## src/rtl/regfile_pkg.sv

```systemverilog
// Shared types, default parameters and port-slice helper for the regfile_mp register store.
package regfile_pkg;

  typedef enum logic {
    RF_INIT = 1'b0,
    RF_RUN  = 1'b1
  } rf_state_e;

  localparam int RF_DATA_W_DEF   = 32;
  localparam int RF_ADDR_W_DEF   = 5;
  localparam int RF_NUM_RD_DEF   = 2;
  localparam int RF_ZERO_REG_DEF = 1;

  // Low bit of port 'port' inside a bus that packs one 'width'-bit field per port.
  function automatic int rf_lsb(input int port, input int width);
    return port * width;
  endfunction

endpackage

```

## src/rtl/regfile_scoreboard.sv

```systemverilog
// Busy-bit scoreboard: one bit per register, set by reserve, cleared by either write port or by the init sweep.
module regfile_scoreboard
  import regfile_pkg::*;
#(
  parameter int ADDR_W = RF_ADDR_W_DEF
) (
  input  logic                     clk,
  input  logic                     i_init_en,
  input  logic [ADDR_W-1:0]        i_init_addr,
  input  logic                     i_wr0_en,
  input  logic [ADDR_W-1:0]        i_wr0_addr,
  input  logic                     i_wr1_en,
  input  logic [ADDR_W-1:0]        i_wr1_addr,
  input  logic                     i_rsv_en,
  input  logic [ADDR_W-1:0]        i_rsv_addr,
  output logic [(2**ADDR_W)-1:0]   o_busy
);

  localparam int DEPTH = 2**ADDR_W;

  logic [DEPTH-1:0] r_busy;
  logic [DEPTH-1:0] w_busy_nxt;

  // Reserve beats a same-cycle write so a re-reserved destination stays pending.
  always_comb begin
    // NOTE: the default assignment before the loop keeps this block purely combinational (no latch).
    w_busy_nxt = r_busy;
    for (int i = 0; i < DEPTH; i++) begin
      if (i_init_en) begin
        if (i_init_addr == ADDR_W'(i)) w_busy_nxt[i] = 1'b0;
      end else if (i_rsv_en && (i_rsv_addr == ADDR_W'(i))) begin
        w_busy_nxt[i] = 1'b1;
      end else if ((i_wr0_en && (i_wr0_addr == ADDR_W'(i))) ||
                   (i_wr1_en && (i_wr1_addr == ADDR_W'(i)))) begin
        w_busy_nxt[i] = 1'b0;
      end
    end
  end

  // NOTE: no reset branch here; the init sweep clears every bit, and <= keeps all bits updating in parallel.
  always_ff @(posedge clk) begin
    r_busy <= w_busy_nxt;
  end

  assign o_busy = r_busy;

endmodule

```

## src/rtl/regfile_mp.sv

```systemverilog
// Multi-read, dual-write register file with busy scoreboard and a one-entry-per-cycle clearing sequencer.
// Optional same-cycle write-to-read bypass is enabled by defining REGFILE_BYPASS_EN.
module regfile_mp
  import regfile_pkg::*;
#(
  parameter int DATA_W   = RF_DATA_W_DEF,
  parameter int ADDR_W   = RF_ADDR_W_DEF,
  parameter int NUM_RD   = RF_NUM_RD_DEF,
  parameter int ZERO_REG = RF_ZERO_REG_DEF
) (
  input  logic                     clk,
  input  logic                     rst,
  input  logic [NUM_RD*ADDR_W-1:0] rd_addr,
  output logic [NUM_RD*DATA_W-1:0] rd_data,
  output logic [NUM_RD-1:0]        rd_busy,
  input  logic                     wr0_en,
  input  logic [ADDR_W-1:0]        wr0_addr,
  input  logic [DATA_W-1:0]        wr0_data,
  input  logic                     wr1_en,
  input  logic [ADDR_W-1:0]        wr1_addr,
  input  logic [DATA_W-1:0]        wr1_data,
  input  logic                     rsv_en,
  input  logic [ADDR_W-1:0]        rsv_addr,
  output logic                     ready
);

  localparam int DEPTH   = 2**ADDR_W;
  localparam bit ZERO_EN = (ZERO_REG != 0);

  rf_state_e         r_state;
  rf_state_e         w_state_nxt;
  logic [ADDR_W-1:0] r_cnt;
  logic [DATA_W-1:0] r_mem [DEPTH];
  logic              w_run;
  logic              w_init;
  logic              w_wr0_en;
  logic              w_wr1_en;
  logic              w_rsv_en;
  logic [DEPTH-1:0]  w_busy;

  always_ff @(posedge clk) begin
    if (rst) r_state <= RF_INIT;
    else     r_state <= w_state_nxt;
  end

  always_comb begin
    w_state_nxt = r_state;
    case (r_state)
      RF_INIT: if (r_cnt == ADDR_W'(DEPTH - 1)) w_state_nxt = RF_RUN;
      RF_RUN:  w_state_nxt = RF_RUN;
      default: w_state_nxt = RF_INIT;
    endcase
  end

  always_comb begin
    w_run  = (r_state == RF_RUN);
    w_init = (r_state == RF_INIT);
    ready  = w_run;
  end

  always_ff @(posedge clk) begin
    if (rst)         r_cnt <= '0;
    else if (w_init) r_cnt <= r_cnt + ADDR_W'(1);
  end

  // Register 0 is hard-wired when ZERO_EN, so its writes and reserves never reach state.
  always_comb begin
    w_wr0_en = w_run && wr0_en && !(ZERO_EN && (wr0_addr == '0));
    w_wr1_en = w_run && wr1_en && !(ZERO_EN && (wr1_addr == '0));
    w_rsv_en = w_run && rsv_en && !(ZERO_EN && (rsv_addr == '0));
  end

  // NOTE: both writes are non-blocking to the same array; the later one (wr1) wins on an address collision.
  always_ff @(posedge clk) begin
    if (w_init) begin
      r_mem[r_cnt] <= '0;
    end else begin
      if (w_wr0_en) r_mem[wr0_addr] <= wr0_data;
      if (w_wr1_en) r_mem[wr1_addr] <= wr1_data;
    end
  end

  regfile_scoreboard #(
    .ADDR_W (ADDR_W)
  ) u_scoreboard (
    .clk         (clk),
    .i_init_en   (w_init),
    .i_init_addr (r_cnt),
    .i_wr0_en    (w_wr0_en),
    .i_wr0_addr  (wr0_addr),
    .i_wr1_en    (w_wr1_en),
    .i_wr1_addr  (wr1_addr),
    .i_rsv_en    (w_rsv_en),
    .i_rsv_addr  (rsv_addr),
    .o_busy      (w_busy)
  );

  for (genvar gi = 0; gi < NUM_RD; gi++) begin : g_rd
    logic [ADDR_W-1:0] w_addr;
    logic [DATA_W-1:0] w_data;
    logic              w_bsy;

    assign w_addr = rd_addr[rf_lsb(gi, ADDR_W) +: ADDR_W];

    always_comb begin
      w_data = r_mem[w_addr];
      w_bsy  = w_busy[w_addr];
`ifdef REGFILE_BYPASS_EN
      if (w_wr0_en && (wr0_addr == w_addr)) begin
        w_data = wr0_data;
        w_bsy  = w_rsv_en && (rsv_addr == w_addr);
      end
      if (w_wr1_en && (wr1_addr == w_addr)) begin
        w_data = wr1_data;
        w_bsy  = w_rsv_en && (rsv_addr == w_addr);
      end
`endif
      if ((ZERO_EN && (w_addr == '0)) || !w_run) begin
        w_data = '0;
        w_bsy  = 1'b0;
      end
    end

    assign rd_data[rf_lsb(gi, DATA_W) +: DATA_W] = w_data;
    assign rd_busy[gi] = w_bsy;
  end

endmodule

```

## config.mk

```make
export PLATFORM = sky130hd
export DESIGN_NAME = regfile_mp
export DESIGN_NICKNAME = d
export VERILOG_FILES = /design/src/rtl/regfile_pkg.sv /design/src/rtl/regfile_scoreboard.sv /design/src/rtl/regfile_mp.sv
export SDC_FILE = /design/constraint.sdc
export NUM_CORES = 2
export LEC_CHECK = 0
export ABC_CLOCK_PERIOD_IN_PS = 5800
export CORE_MARGIN = 3
export CORE_UTILIZATION = 60
export DETAILED_ROUTE_END_ITERATION = 12
export PLACE_DENSITY_LB_ADDON = 0.08
export SLEW_MARGIN = 20
export SYNTH_ARGS = -nofsm -noshare
export SYNTH_HDL_FRONTEND = slang
export SYNTH_HIERARCHICAL = 1
export SYNTH_SLANG_ARGS = --single-unit
```

## constraint.sdc

```tcl
create_clock -name clk -period 5.8 [get_ports clk]
set_clock_uncertainty 0.1 [all_clocks]
set_input_delay 1.16 -clock clk [delete_from_list [all_inputs] [get_ports clk]]
set_output_delay 1.16 -clock clk [all_outputs]
set_load 0.01 [all_outputs]
```

==> key figures <==
Status
  • Status: completed

Clock network
  • CTS clock-pin slew for the worst setup and hold paths: around 0.060 ns
  • Skew-Pair Late Insertion Delay: ~0.7 ns
  • Post-CTS setup buffer count: 0
  • CTS tree: done
  • H-tree Lvls: 3
  • CTS sink cnt: between 1k and 1.5k
  • CTS Buf Count: between 100 and 150
  • Root Driver: clkbuf_16
  • CTS resizes: 0
  • Post-CTS Hold Fix Bufs: 0
  • Clk buf depth: 3

Drt
  • Final WL: approximately 250000 microns
  • DRC Markers: 0
  • DR iter-0 viols: just under 10k
  • DR pass1 iterations: 8
  • Routed vias: around 52k
  • DR WL/cell: roughly 36 microns
  • Detail Route Antenna Nets: 0
  • Avg Vias per Cell: 7.51

Yosys
  • Top FF cell, synth: edfxtp_1
  • Yosys cell types: 67
  • Sequential fraction of the synthesis area: 50.9%
  • Ys Warns: 6
  • Ys async rst share: 0%
  • Mean area per synthesized cell: 11.3 sq um
  • Yosys reg bits: 1062
  • Mapped Area: roughly 0.063 sq mm
  • Number of flops mapped to enable cells by yosys: ~1.1k
  • Synth Instances: between 5k and 6k
  • Syn_nets: ~5.6k

STA
  • Post-layout min period: between 5 and 6 ns
  • Final hold violations: 0
  • Relative slew slack: 12.7%
  • Tcrit/Tclk final: 98.0%
  • Slew at the pin closest to its max-slew limit: 1.31 ns
  • FMAX: between 150 and 200 MHz
  • Slew Limit Fails: 0
  • TNS Setup: 0 ns
  • # setup viols final: 0
  • Unrepaired setup endpoints after global routing: false
  • Final worst slack: between 0.1 and 0.15 ns

Global routing
  • Initial antenna violation count: 16
  • First-pass GRT wire length: between 300000 and 400000 microns
  • Pin count of the biggest net entering global routing: 69
  • Gr usage total: 45.7%
  • Vias in the first global route: approximately 49k
  • Grt total ovfl: 0

Finish
  • Area growth syn-to-layout: 11.6%
  • Fillers: around 7.4k
  • Final nets: between 5k and 6k
  • Most frequent cells in the layout: edfxtp_1, nand2_1, o21ai_0
  • Layout cells sized above 1: a little under a fifth
  • Commonest non-fill, non-tap cell in the layout: edfxtp_1

Placed design
  • Pre-CTS WS: around 0.28 ns
  • Gpl congestion: 0.928
  • Dpl hpwl: 147000 microns
  • Port Buffers: 160

Floorplan
  • I/O pin count: between 150 and 200
  • CORE AREA: 0.103 sq mm
  • Die area: around 0.11 sq mm
  • DIE HEIGHT: between 300 and 400 microns
  • Starting density of the core: between 60 and 70%
  • FP Rows: between 100 and 150
  • Die W: around 330 microns

Worst setup path
  • Critical Path End Type: output pin
  • Reg2Reg Launch Point: ready
  • FF-to-FF End: r_mem[5][9]
  • CP arrival: ~4.4 ns
  • Crit Path Class: input pin to output pin
  • Setup crit start: rd_addr[9]
  • Worst reg2reg path depth: 6
  • Required time worst endpoint: 4.54 ns
  • Reg-to-reg slack, setup: between 1.5 and 2 ns
  • CP startpoint kind: input pin
  • Worst Path Max Fanout: 23

Worst hold path
  • Hold path start: r_cnt[0]
  • Hold Path Sink: r_cnt[0]
  • Hold-critical path depth: 2
  • Hold Crit Class: flop to flop

Run
  • Maxcap violations: 0

Power
  • Tot Pwr: about 17 mW
  • VDD IR max: between 0.2 and 0.3 mV
  • P per Cell Area: 246 mW/mm^2
  • Static Leak: 23.4 nW
==> layer usage <==
layer,track usage [%],vias to the layer above,share of wire (%)
met4,32.4,10,8.5
li1,-,20700,-
met5,0,-,0.021
met1,58.0,24700,32
met2,64.9,5069,42
met3,16.5,1230,17
==> how the worst max path moves through the flow <==
stage                   end  slack, ns  depth (start not counted)
2_1_floorplan  r_mem[13][0]       0.43                          6
3_5_place_dp    rd_data[54]       0.28                          7
3_3_place_gp    rd_data[54]       0.30                          7
5_1_grt         rd_data[48]       0.16                          8
6_report        rd_data[48]       0.12                          8
4_1_cts         rd_data[54]       0.26                          7
==> kinds of logic (layout without fill, tap and decap cells) <==
logic type                 after synthesis  count (layout)  share of synthesized area (%)
DFF                                   1062            1062                           50.9
and+or+nand+nor                       1455            1455                           10.7
adders and majority gates                2               2                         0.0400
muxes                                  990             990                           21.5
buffers and inverters                  664             632                           4.53
xor gates and xnor gates                 2               2                         0.0280
other                                    0              14                              0
AOI/OAI and AO/OA                     1345            1345                           12.3
==> metrics by stage <==
stage	cells	cell area, sq um	hold WS [ns]	utilization (%)
floorplan	5520	62500	0.426	-
global placement	6647	66100	0.515	64.4
detailed placement	6647	66100	0.511	64.4
CTS	6855	69700	0.522	68.0
global route	6865	69800	0.566	68.0
finish	6870	69800	0.517	68.0
==> state kept, by name (all words and copies together), names as in the netlist <==
name / count
ready: 1
r_mem: 1024
u_scoreboard/o_busy: 32
r_cnt: 5
==> worst max-delay path, stage by stage <==
cell and delay, ns:
clkdlybuf4s50_1 0.58, nor3b_2 0.36, buf_12 0.28, and2_2 0.84, buf_4 0.29, nand2_1 0.06, nand4_1 0.23, clkdlybuf4s50_1 0.59
==> report_power, final <==
part | total (mW) | internal (mW) | switching (mW)
registers | 8.46 | 8.42 | 0.0480
clock network | 7.34 | 4.21 | 3.13
logic | 1.33 | 0.484 | 0.850
==> Yosys cell counts (4+ instances only) <==
library cell	number	share of area, %
clkbuf_1	389	2.3
inv_1	14	0.084
o21ai_1	8	0.064
nand3b_1	5	0.060
nand2_1	946	5.7
nand4b_1	11	0.15
nor2b_1	17	0.17
o21ai_0	831	6.7
a22o_1	21	0.29
mux2i_1	534	8.6
inv_2	18	0.11
o22ai_1	34	0.34
nor2_1	95	0.57
or2_1	4	0.040
and2_1	11	0.11
and4b_1	4	0.064
a21oi_1	122	0.98
mux2_2	194	3.5
o21bai_1	18	0.22
a22oi_1	212	2.5
nand4_1	70	0.70
dfxtp_1	6	0.19
o31a_1	32	0.45
nand2b_1	14	0.14
inv_4	10	0.10
or3b_1	4	0.056
and3_1	60	0.60
nand2_4	19	0.34
edfxtp_1	1056	51
nand2_8	8	0.26
nor4bb_1	4	0.064
nand3_1	143	1.1
buf_2	119	0.95
a31oi_1	46	0.46
buf_4	8	0.096
nor3_1	10	0.080
mux4_2	262	9.4
buf_1	40	0.24
clkbuf_2	62	0.50
o31ai_1	8	0.096
nand4bb_1	10	0.18
==> cell type report <==
class                   count  area (sq um)  share of cell area [%]
diodes                     14          35.0                  0.0502
inverters                  42           183                   0.262
repair buffers            382          3800                    5.44
clock inverters            58           588                   0.843
well taps                1368          1710                    2.45
clock buffers             150          3050                    4.37
flip-flops and latches   1062         31800                    45.6
multi-input cells        3794         28600                    41.0
Note: power is estimated with default switching activity, not from simulation.
